--- src/rtl/fd_stage_reg.sv ---
// Fetch/decode pipeline register: carries PC and instruction into decode, inserts
// NOP bubbles on flush/jump, holds a squash window after taken jumps, counts bubbles.
module fd_stage_reg #(
  parameter int                 PC_W          = 32,
  parameter int                 INS_W         = 32,
  parameter logic [INS_W-1:0]   NOP_INS       = 32'hdc000000,
  parameter int                 SQUASH_CYCLES = 2,
  parameter int                 CNT_W         = 16
) (
  input  logic             clk,
  input  logic             rstd,
  input  logic             stall,
  input  logic             flush,
  input  logic [1:0]       jon_d,
  input  logic [PC_W-1:0]  pc_in,
  input  logic [INS_W-1:0] ins_in,
  output logic [PC_W-1:0]  pc_out,
  output logic [INS_W-1:0] ins_out,
  output logic             valid_out,
  output logic             squash_active,
  output logic [CNT_W-1:0] bubble_cnt,
  input  logic             bubble_clr
);

  localparam logic [3:0] SQ_LOAD = 4'(SQUASH_CYCLES);

  logic [PC_W-1:0]  pc_p1;
  logic [INS_W-1:0] ins_p1;
  logic             vld_p1;
  logic [3:0]       sq_cnt_p1;
  logic [CNT_W-1:0] bub_cnt_p1;
  logic             kill_p0;

  function automatic logic [CNT_W-1:0] sat_inc(input logic [CNT_W-1:0] v);
    return (&v) ? v : v + CNT_W'(1);
  endfunction

  // Stage p0: decide whether this edge inserts a bubble.
  assign kill_p0 = flush | (|jon_d) | (sq_cnt_p1 != 4'd0);

  // Stage p1: F/D register; a kill overrides stall so redirects are never lost.
  always_ff @(posedge clk or negedge rstd) begin
    if (!rstd) begin
      pc_p1      <= '0;
      ins_p1     <= NOP_INS;
      vld_p1     <= 1'b0;
      sq_cnt_p1  <= 4'd0;
      bub_cnt_p1 <= '0;
    end else begin
      if (kill_p0) begin
        ins_p1 <= NOP_INS;
        vld_p1 <= 1'b0;
      end else if (!stall) begin
        pc_p1  <= pc_in;
        ins_p1 <= ins_in;
        vld_p1 <= 1'b1;
      end

      // Window freezes under stall because fetch is frozen too.
      if (jon_d[1])
        sq_cnt_p1 <= SQ_LOAD;
      else if ((sq_cnt_p1 != 4'd0) && !stall)
        sq_cnt_p1 <= sq_cnt_p1 - 4'd1;

      if (bubble_clr)
        bub_cnt_p1 <= '0;
      else if (kill_p0)
        bub_cnt_p1 <= sat_inc(bub_cnt_p1);
    end
  end

  assign pc_out        = pc_p1;
  assign ins_out       = ins_p1;
  assign valid_out     = vld_p1;
  assign squash_active = (sq_cnt_p1 != 4'd0);
  assign bubble_cnt    = bub_cnt_p1;

endmodule

--- config.mk ---
export PLATFORM = sky130hd
export DESIGN_NAME = fd_stage_reg
export DESIGN_NICKNAME = d
export VERILOG_FILES = /design/src/rtl/fd_stage_reg.sv
export SDC_FILE = /design/constraint.sdc
export NUM_CORES = 1
export LEC_CHECK = 0
export CAP_MARGIN = 20
export CORE_ASPECT_RATIO = 0.7
export CORE_UTILIZATION = 46
export CTS_CLUSTER_DIAMETER = 80
export DETAILED_ROUTE_END_ITERATION = 7
export PLACE_DENSITY = 0.94
export SYNTH_ARGS = -nofsm -noshare
export SYNTH_HDL_FRONTEND = slang
export SYNTH_SLANG_ARGS = --single-unit
export TNS_END_PERCENT = 30
--- constraint.sdc ---
create_clock -name clk -period 2.9 [get_ports clk]
set_input_delay 0.58 -clock clk [delete_from_list [all_inputs] [get_ports clk]]
set_output_delay 0.58 -clock clk [all_outputs]
set_load 0.005 [all_outputs]
==> impl_metrics.py, run 1 <==
metrics = {
    "run_status": {
        "outcome": "complete, no violations",
    },
    "route": {
        "vias": 2935,
        "wire_per_inst_um": 17.8,
        "ant_nets": 0,
        "drt_wl_total_mm": 9.84,
        "routed_via_density": 5.31,
        "drc_errors": 0,
        "dr.pass1.iters": 4,
        "first_iter_violations": 177,
    },
    "synthesis": {
        "synth_cells": 296,
        "synthesis.nets": 369,
        "synth-main-ff-cell": "dfrtp_1",
        "synth_cell_type_count": 42,
        "avgSynthCellArea_sq_um": 12.4,
        "synth-seq-cells": 85,
        "ys_seq_area_share_pct": 57.9,
        "synth-async-reset-ratio_pct": 100,
        "netlist_area_sq_um": 3680,
        "yosys_warnings": 0,
        "synth_edf_count": 0,
        "synth_top_cells_by_area": "dfrtp_1, mux2_2, mux2i_1",
        "yosysTopAreaCell": "dfrtp_1",
        "yosysTopAreaCellShare_pct": 54.3,
    },
    "critical_path": {
        "worstSetupPathType": "flop to primary output",
        "critPathMaxFanout": 6,
        "start_kind": "flop",
        "arrival_ns": 1.99,
        "rrSetupSlack_ns": 0.78,
        "end_kind": "primary output",
        "ff2ff_path_depth": 7,
        "critPathRequiredTime_ns": 2.32,
    },
    "timing": {
        "relSlewSlack_pct": 50.5,
        "max_freq_mhz": 389,
        "hold_viol": 0,
        "fin_tns_setup_ns": 0,
        "slew_viol_final": 0,
        "finalSetupViolCount": 0,
        "worst_pin_slew_ns": 0.740,
        "rsz0062_at_grt": "false",
        "period_share_pct": 88.5,
        "min_period_ns": 2.57,
        "fin_skew_ns": 0.00687,
    },
    "clock_tree": {
        "cts-buffers-inserted": 9,
        "clock-sinks": 85,
        "clk_pin_slew_ns": 0.06,
        "post_cts_resized": 0,
        "post-cts-setup-buffer-count": 0,
        "cts_tree": "done",
        "hold_buffers": 0,
        "insertion_delay_ns": 0.33,
        "htree_levels": 3,
        "cts-root-buf": "clkbuf_16",
        "cts.path.max_buffers": 2,
    },
    "layout": {
        "drive_above_1_share_pct": 15.8,
        "final_core_util_pct": 75.0,
        "nFillCells": 486,
        "ff_latch_area_sq_um": 2130,
        "area_growth_pct": 52.9,
        "design_area_sq_um": 5640,
        "fin_nets": 523,
        "multiInputGateArea_sq_um": 1460,
        "diodes": 0,
    },
    "global_route": {
        "grt_util_all_layers_pct": 24.3,
        "antenna_found_initial": 0,
        "grt.overflow.total": 0,
        "grt_max_degree": 86,
        "grt_pass1_wl_mm": 15.4,
        "grt_pass1_vias": 2946,
    },
    "placement": {
        "gp_congestion": 0.804,
        "place_area_sq_um": 5300,
        "io_buffers": 152,
        "dp_hpwl_mm": 6.91,
    },
    "die": {
        "ios": 153,
        "die_x_um": 109,
        "coreArea_sq_um": 7510,
        "num_rows": 26,
        "die-area_sq_um": 8380,
        "fp.dieH_um": 76.9,
        "initial_core_util_pct": 49.0,
    },
    "min_path": {
        "min_path_type": "primary input to asynchronous set/reset pin",
    },
    "pwr": {
        "powerDensity_nw_per_um2": 583,
        "p_leak_uw": 0.00244,
        "design_power_total_uw": 3290,
        "max-vdd-ir-drop_mv": 0.499,
    },
    "job": {
        "cap_violations": 0,
    },
}
-- cell type report --
cell class	instances	share of cell area (%)
inverters	6	0.400
flip-flops and latches	85	37.9
clock buffers	12	4.73
clock inverters	4	0.799
repair buffers	157	28.1
well taps	98	2.18
multi-input cells	191	25.9
-- worst paths after layout --
| check | startpoint | to |
|---|---|---|
| max in group asynchronous | rstd | ins_out[28] |
| worst max register to register | sq_cnt_p1[0] | pc_out[31] |
| worst min register to register | pc_out[9] | pc_out[9] |
| min in group clk | pc_out[9] | pc_out[9] |
| worst min-delay path | rstd | pc_out[12] |
| worst max-delay path | sq_cnt_p1[0] | squash_active |
-- report_power, final --
| group | leakage, uW | switching, uW | internal [uW] |
|---|---|---|---|
| combinational | 0.00115 | 220 | 461 |
| clock | 0.000158 | 443 | 733 |
| sequential | 0.00114 | 92.4 | 1340 |
| total | 0.00244 | 755 | 2530 |
-- through the flow --
step	hold slack (ns)	setup slack [ns]	instances
after floorplan	0.284	0.982	296
after global placement	0.469	0.418	536
after detailed placement	0.485	0.353	536
after CTS	0.482	0.393	552
after global routing	0.134	0.195	553
final	0.131	0.333	553
-- synthesized netlist by cell type (2+ instances only) --
master / n
nand2b_1: 2
mux2_2: 35
nor2_1: 36
or4_1: 6
or2_2: 2
nand3_1: 3
nor4_1: 4
a21oi_1: 14
dfrtp_1: 80
inv_1: 6
dfstp_2: 5
nand2_1: 10
buf_2: 2
clkbuf_1: 3
nand4_1: 5
or3_1: 5
buf_1: 5
mux2i_1: 32
ha_1: 2
buf_4: 3
o31ai_1: 7
xnor2_1: 2
o21ai_0: 5
nor2b_1: 4
-- sequential cells by signal, indices dropped and copies added (netlist names) --
register,count
ins_out,32
pc_out,32
bubble_cnt,16
sq_cnt_p1,4
valid_out,1
-- per-layer routing --
layer,GRT usage [%],up-vias,share of wire (%)
met2,40.9,133,48
met4,6.62,0,1.8
met5,0,-,0
met1,29.5,1431,40
li1,-,1356,-
met3,8.25,15,9.6
-- worst max-delay path, cell delays in order (launching register included) --
cell             delay [ns]
dfrtp_1                0.37
inv_1                  0.09
ha_1                   0.20
nor3b_2                0.42
inv_1                  0.11
clkdlybuf4s50_1        0.46
-- cell usage in the layout (no fill, tap or decap), drive strengths merged --
| cell type | n |
|---|---|
| and2 | 1 |
| mux2 | 36 |
| nor4 | 5 |
| nand2b | 2 |
| bufinv | 1 |
| o21ai | 5 |
| clkinv | 3 |
| inv | 6 |
| clkdlybuf4s50 | 150 |
| xnor2 | 2 |
| clkbuf | 12 |
| or4 | 6 |
| nand3 | 4 |
| dfrtp | 80 |
| nand2 | 10 |
| a21o | 1 |
| mux2i | 32 |
| o31ai | 7 |
| or2 | 2 |
| nand4 | 6 |
| a211o | 2 |
| nor3 | 2 |
| nor3b | 2 |
| buf | 7 |
| nor4b | 1 |
| a21oi | 14 |
| nand3b | 1 |
| or3 | 5 |
| dfstp | 5 |
| nor2 | 37 |
| ha | 2 |
| nor2b | 4 |
| and4 | 1 |
| a311oi | 1 |
-- cells by family after synthesis --
family | share of synthesized area, %
compound gates | 5.16
xor+xnor | 0.475
fa+ha+maj | 0.679
buf+inv | 2.44
flops | 57.9
mux | 19.7
simple gates | 13.7
No activity file was read; power rests on OpenSTA's default activity.
==> inputs of run 2 (changes only) <==
--- a/config.mk
+++ b/config.mk
@@ -11,6 +11,7 @@
 export CTS_CLUSTER_DIAMETER = 80
 export DETAILED_ROUTE_END_ITERATION = 7
 export PLACE_DENSITY = 0.94
+export SLEW_MARGIN = 20
 export SYNTH_ARGS = -nofsm -noshare
 export SYNTH_HDL_FRONTEND = slang
 export SYNTH_SLANG_ARGS = --single-unit
==> run 2 against run 1 <==
  * Final area is 0.42% lower
  * Non-clock buffer count is 1 lower
  * Global-route usage stayed put
  * Fmax is 1.8% higher
  * Critical path depth stayed put
  * Clock power hardly changed
  * Worst setup slack better by 0.045 ns
  * Die area stayed put
  * Largest power group unchanged
==> impl_metrics.py, run 2 (synthesis results as in run 1) <==
metrics = {
    "clock_tree": {
        "cts-buffers-inserted": 9,
        "insertion_delay_ns": 0.33,
        "cts_tree": "done",
        "htree_levels": 3,
        "post-cts-setup-buffer-count": 0,
        "hold_buffers": 0,
        "clk_pin_slew_ns": 0.06,
        "cts.path.max_buffers": 2,
        "post_cts_resized": 0,
        "cts-root-buf": "clkbuf_16",
        "clock-sinks": 85,
    },
    "critical_path": {
        "arrival_ns": 1.94,
        "end_kind": "primary output",
        "critPathRequiredTime_ns": 2.32,
        "cpMostUsedCell": "inv_1",
        "start_kind": "flop",
        "startpoint": "sq_cnt_p1[0]",
        "cp_cell_sequence": "inv_1 > ha_1 > nor3b_2 > inv_1 > clkdlybuf4s50_1",
        "rrSetupSlack_ns": 0.83,
        "rr_startpoint": "sq_cnt_p1[0]",
        "critPathMaxFanout": 6,
        "worstSetupPathType": "flop to primary output",
        "critical-path-top-delay-family": "buffers and inverters",
        "cp_slowest_stage_delay_ns": 0.46,
        "crit_slowest_cell": "clkdlybuf4s50_1",
        "critPathBufInv": 3,
    },
    "timing": {
        "min_period_ns": 2.52,
        "hold_viol": 0,
        "finalSetupViolCount": 0,
        "worst_pin_slew_ns": 0.763,
        "relSlewSlack_pct": 49.1,
        "slew_viol_final": 0,
        "max_freq_mhz": 396,
        "fin_tns_setup_ns": 0,
        "rsz0062_at_grt": "false",
        "fin_skew_ns": 0.00618,
        "period_share_pct": 87.0,
        "setup_ws_ns": 0.378,
    },
    "placement": {
        "dp_worst_setup_slack_ns": 0.353,
        "dp_hpwl_mm": 6.91,
        "gp_congestion": 0.804,
        "dp_cells": 536,
        "io_buffers": 152,
    },
    "route": {
        "dr.pass1.iters": 4,
        "dr_wl_met3_um": 939,
        "ant_nets": 0,
        "highest_layer": "met4",
        "routed_via_density": 5.27,
        "drc_errors": 0,
        "first_iter_violations": 169,
        "wire_per_inst_um": 17.7,
        "met2_length_mm": 4.68,
        "wirelength_met1_mm": 4.00,
        "drt_wl_total_mm": 9.78,
        "vias": 2908,
    },
    "global_route": {
        "antenna_found_initial": 0,
        "grt.overflow.total": 0,
        "grt_util_all_layers_pct": 24.3,
        "grt_pass1_vias": 2946,
        "grt_max_degree": 86,
        "grt_pass1_wl_mm": 15.4,
    },
    "pwr": {
        "powerDensity_nw_per_um2": 584,
        "p_leak_uw": 0.00243,
        "max-vdd-ir-drop_mv": 0.498,
    },
    "layout": {
        "diodes": 0,
        "drive_above_1_share_pct": 15.6,
        "area_growth_pct": 52.3,
        "layout_commonest_cell": "clkdlybuf4s50_1",
        "fin_cells": 552,
        "final_cell_mix": "clkdlybuf4s50_1, dfrtp_1, nor2_1",
        "fin_nets": 522,
    },
    "die": {
        "fp.dieH_um": 76.9,
        "die-area_sq_um": 8380,
        "initial_core_util_pct": 49.0,
        "ios": 153,
        "die_x_um": 109,
        "num_rows": 26,
        "coreArea_sq_um": 7510,
    },
    "min_path": {
        "min_path_type": "primary input to asynchronous set/reset pin",
    },
    "run_status": {
        "outcome": "complete, no violations",
    },
    "job": {
        "cap_violations": 0,
    },
}
## run 2: cell count changes in the layout (fill, tap and decap cells not counted)
| cell | change |
|---|---|
| buf_16 | -1 |
| buf_4 | -1 |
| buf_6 | +1 |
## run 2: layout make-up
type	count	area [sq um]
Fill cell	492	1900
Multi-Input combinational cell	191	1460
Tap cell	98	123
Timing Repair Buffer	156	1560
Sequential cell	85	2130
Inverter	6	22.5
Clock inverter	4	45.0
Clock buffer	12	267
## run 2: worst paths after layout
check / end / depth (start not counted)
hold reg to reg: pc_out[9] / 1
max in group asynchronous: ins_out[23] / 1
hold / removal: pc_out[12] / 1
setup reg to reg: pc_out[15] / 7
min in group clk: pc_out[9] / 1
setup / recovery: squash_active / 5
## run 2: metrics by stage
| step | hold slack, ns | cell area, sq um | power, uW | util (%) |
|---|---|---|---|---|
| 2_1_floorplan | 0.284 | 3680 | 1650 | - |
| 3_3_place_gp | 0.469 | 5300 | 2080 | 70.5 |
| 5_1_grt | 0.358 | 5610 | 3430 | 74.7 |
| 4_1_cts | 0.482 | 5610 | 3310 | 74.6 |
| 6_report | 0.289 | 5610 | 3280 | 74.7 |
| 3_5_place_dp | 0.485 | 5300 | 2120 | 70.5 |
## run 2: where the power goes
group          internal [uW]  total, uW  switching, uW
Combinational            457        675            218
Clock                    733       1170            441
Sequential              1340       1430           92.4
## run 2: per-layer routing
metal | up-vias | global-route usage [%]
met2 | 139 | 40.9
met5 | - | 0
met3 | 15 | 8.25
li1 | 1357 | -
met1 | 1397 | 29.5
met4 | 0 | 6.62
## run 2: worst register-to-register path, cell delays in order (launching register included)
cell and delay [ns]:
dfrtp_1 0.38, inv_1 0.10, ha_1 0.17, nor3b_2 0.40, nand2_1 0.16, nor2_2 0.16
buf_12 0.22, mux2_2 0.37
==> inputs of run 3 (changes only) <==
--- a/config.mk
+++ b/config.mk
@@ -6,11 +6,12 @@
 export NUM_CORES = 1
 export LEC_CHECK = 0
 export CAP_MARGIN = 20
-export CORE_ASPECT_RATIO = 0.7
-export CORE_UTILIZATION = 46
+export CORE_ASPECT_RATIO = 0.6
+export CORE_UTILIZATION = 48
+export CTS_BUF_LIST = sky130_fd_sc_hd__clkbuf_4
 export CTS_CLUSTER_DIAMETER = 80
 export DETAILED_ROUTE_END_ITERATION = 7
-export PLACE_DENSITY = 0.94
+export PLACE_DENSITY = 0.95
 export SLEW_MARGIN = 20
 export SYNTH_ARGS = -nofsm -noshare
 export SYNTH_HDL_FRONTEND = slang
==> run 3 against run 2 <==
  * Combinational power down 3%
  * Fmax fell by 5.2%
  * Utilization fell by 1.0 points
  * Clock skew is 0.0016 ns higher
  * Critical path type unchanged
  * Largest cell class unchanged
==> impl_metrics.py, run 3 (synthesis results as in run 1) <==
metrics = {
    "die": {
        "fp.dieH_um": 69.9,
        "coreArea_sq_um": 7360,
        "num_rows": 24,
        "initial_core_util_pct": 50.1,
        "die-area_sq_um": 8040,
        "die_x_um": 115,
        "ios": 153,
    },
    "timing": {
        "period_share_pct": 91.7,
        "setup_ws_ns": 0.240,
        "relSlewSlack_pct": 49.8,
        "fin_skew_ns": 0.00782,
        "worst_pin_slew_ns": 0.753,
        "min_period_ns": 2.66,
        "slew_viol_final": 0,
        "fin_tns_setup_ns": 0,
        "hold_viol": 0,
        "rsz0062_at_grt": "false",
        "max_freq_mhz": 376,
        "finalSetupViolCount": 0,
    },
    "critical_path": {
        "critPathMaxFanout": 6,
        "start_kind": "flop",
        "ff2ff_path_depth": 6,
        "arrival_ns": 2.08,
        "critPathRequiredTime_ns": 2.32,
        "r2r-end": "bubble_cnt[10]",
        "rr_startpoint": "sq_cnt_p1[0]",
        "rrSetupSlack_ns": 0.75,
        "end_kind": "primary output",
        "worstSetupPathType": "flop to primary output",
    },
    "route": {
        "ant_nets": 0,
        "vias": 2860,
        "drt_wl_total_mm": 9.18,
        "dr.pass1.iters": 4,
        "wire_per_inst_um": 16.5,
        "drc_errors": 0,
        "first_iter_violations": 131,
        "routed_via_density": 5.13,
    },
    "global_route": {
        "grt_max_degree": 86,
        "grt_util_all_layers_pct": 24.7,
        "grt.overflow.total": 0,
        "grt_pass1_vias": 3002,
        "grt_pass1_wl_mm": 14.9,
        "antenna_found_initial": 0,
    },
    "layout": {
        "layout_commonest_cell": "clkdlybuf4s50_1",
        "fin_nets": 521,
        "drive_above_1_share_pct": 15.2,
        "area_growth_pct": 47.1,
        "diodes": 0,
        "nFillCells": 501,
        "final_cell_mix": "clkdlybuf4s50_1, dfrtp_1, nor2_1",
    },
    "clock_tree": {
        "hold_buffers": 0,
        "post_cts_resized": 0,
        "htree_levels": 3,
        "post-cts-setup-buffer-count": 0,
        "cts-buffers-inserted": 9,
        "insertion_delay_ns": 0.45,
        "clock-sinks": 85,
        "clk_pin_slew_ns": 0.14,
        "cts.path.max_buffers": 2,
        "cts-root-buf": "clkbuf_4",
        "cts_tree": "done",
    },
    "placement": {
        "dp_worst_setup_slack_ns": 0.184,
        "io_buffers": 152,
        "dp_hpwl_mm": 6.73,
        "gp_congestion": 0.810,
    },
    "pwr": {
        "p_int_uw": 1970,
        "pwr-share-clk_pct": 22.3,
        "max-vdd-ir-drop_mv": 0.290,
        "power.switching_uw": 707,
        "powerDensity_nw_per_um2": 493,
        "pwr-share-seq_pct": 53.1,
        "comb_power_share_pct": 24.6,
        "p_leak_uw": 0.00232,
        "p_sw_share_pct": 26.5,
    },
    "run_status": {
        "outcome": "complete, no violations",
    },
    "min_path": {
        "min_path_type": "primary input to asynchronous set/reset pin",
    },
    "job": {
        "cap_violations": 0,
    },
}
run 3: cell count changes in the layout (fill, tap and decap cells not counted):
| cell | previous run | this run |
|---|---|---|
| clkbuf_16 | 9 | 0 |
| clkinv_2 | 3 | 0 |
| inv_6 | 0 | 1 |
| clkinv_4 | 0 | 1 |
| clkbuf_8 | 3 | 0 |
| clkbuf_4 | 0 | 9 |
| clkinv_1 | 0 | 1 |
| clkinvlp_4 | 0 | 4 |
| buf_4 | 3 | 2 |
| bufinv_16 | 1 | 0 |
run 3: how the worst max path moves through the flow:
stage            startpoint              to  cells past startpoint
6_report       sq_cnt_p1[0]   squash_active                      5
4_1_cts        sq_cnt_p1[0]   squash_active                      5
2_1_floorplan      jon_d[1]      pc_out[10]                      5
5_1_grt        sq_cnt_p1[0]   squash_active                      5
3_5_place_dp       jon_d[1]  bubble_cnt[10]                      5
3_3_place_gp       jon_d[1]  bubble_cnt[12]                      5
run 3: per-layer routing:
layer	global-route usage, %	wire, um
met2	40.3	4340
met3	9.72	741
met5	0	0
met1	30.2	3960
met4	7.94	138
run 3: final cells by class:
| cell class | instances | area (sq um) | area share (%) |
|---|---|---|---|
| clock buffers | 9 | 67.6 | 1.25 |
| well taps | 104 | 130 | 2.40 |
| repair buffers | 155 | 1550 | 28.7 |
| flip-flops and latches | 85 | 2130 | 39.4 |
| clock inverters | 7 | 51.3 | 0.947 |
| multi-input cells | 191 | 1460 | 27.0 |
| inverters | 6 | 22.5 | 0.416 |
run 3: power by group through the flow:
stage               Combinational [uW]  Sequential, uW  Clock (uW)
finish                             658            1420         596
global route                       711            1440         668
CTS                                669            1420         619
detailed placement                 668            1450           0
global placement                   636            1430           0
floorplan                          202            1440           0
run 3: through the flow:
| step | instance area (sq um) | power (uW) | hold WS (ns) | cells | utilization [%] |
|---|---|---|---|---|---|
| floorplan | 3680 | 1650 | 0.284 | 296 | - |
| global placement | 5300 | 2070 | 0.471 | 541 | 72.0 |
| detailed placement | 5300 | 2110 | 0.495 | 541 | 72.0 |
| CTS | 5420 | 2710 | 0.319 | 557 | 73.6 |
| global route | 5420 | 2820 | 0.177 | 557 | 73.7 |
| finish | 5420 | 2670 | 0.151 | 557 | 73.7 |
run 3: worst max-delay path, cell delays in order, from the launching register on:
cell             delay (ns)
dfrtp_1                0.40
inv_1                  0.09
ha_1                   0.16
nor3b_2                0.38
inv_1                  0.11
clkdlybuf4s50_1        0.49
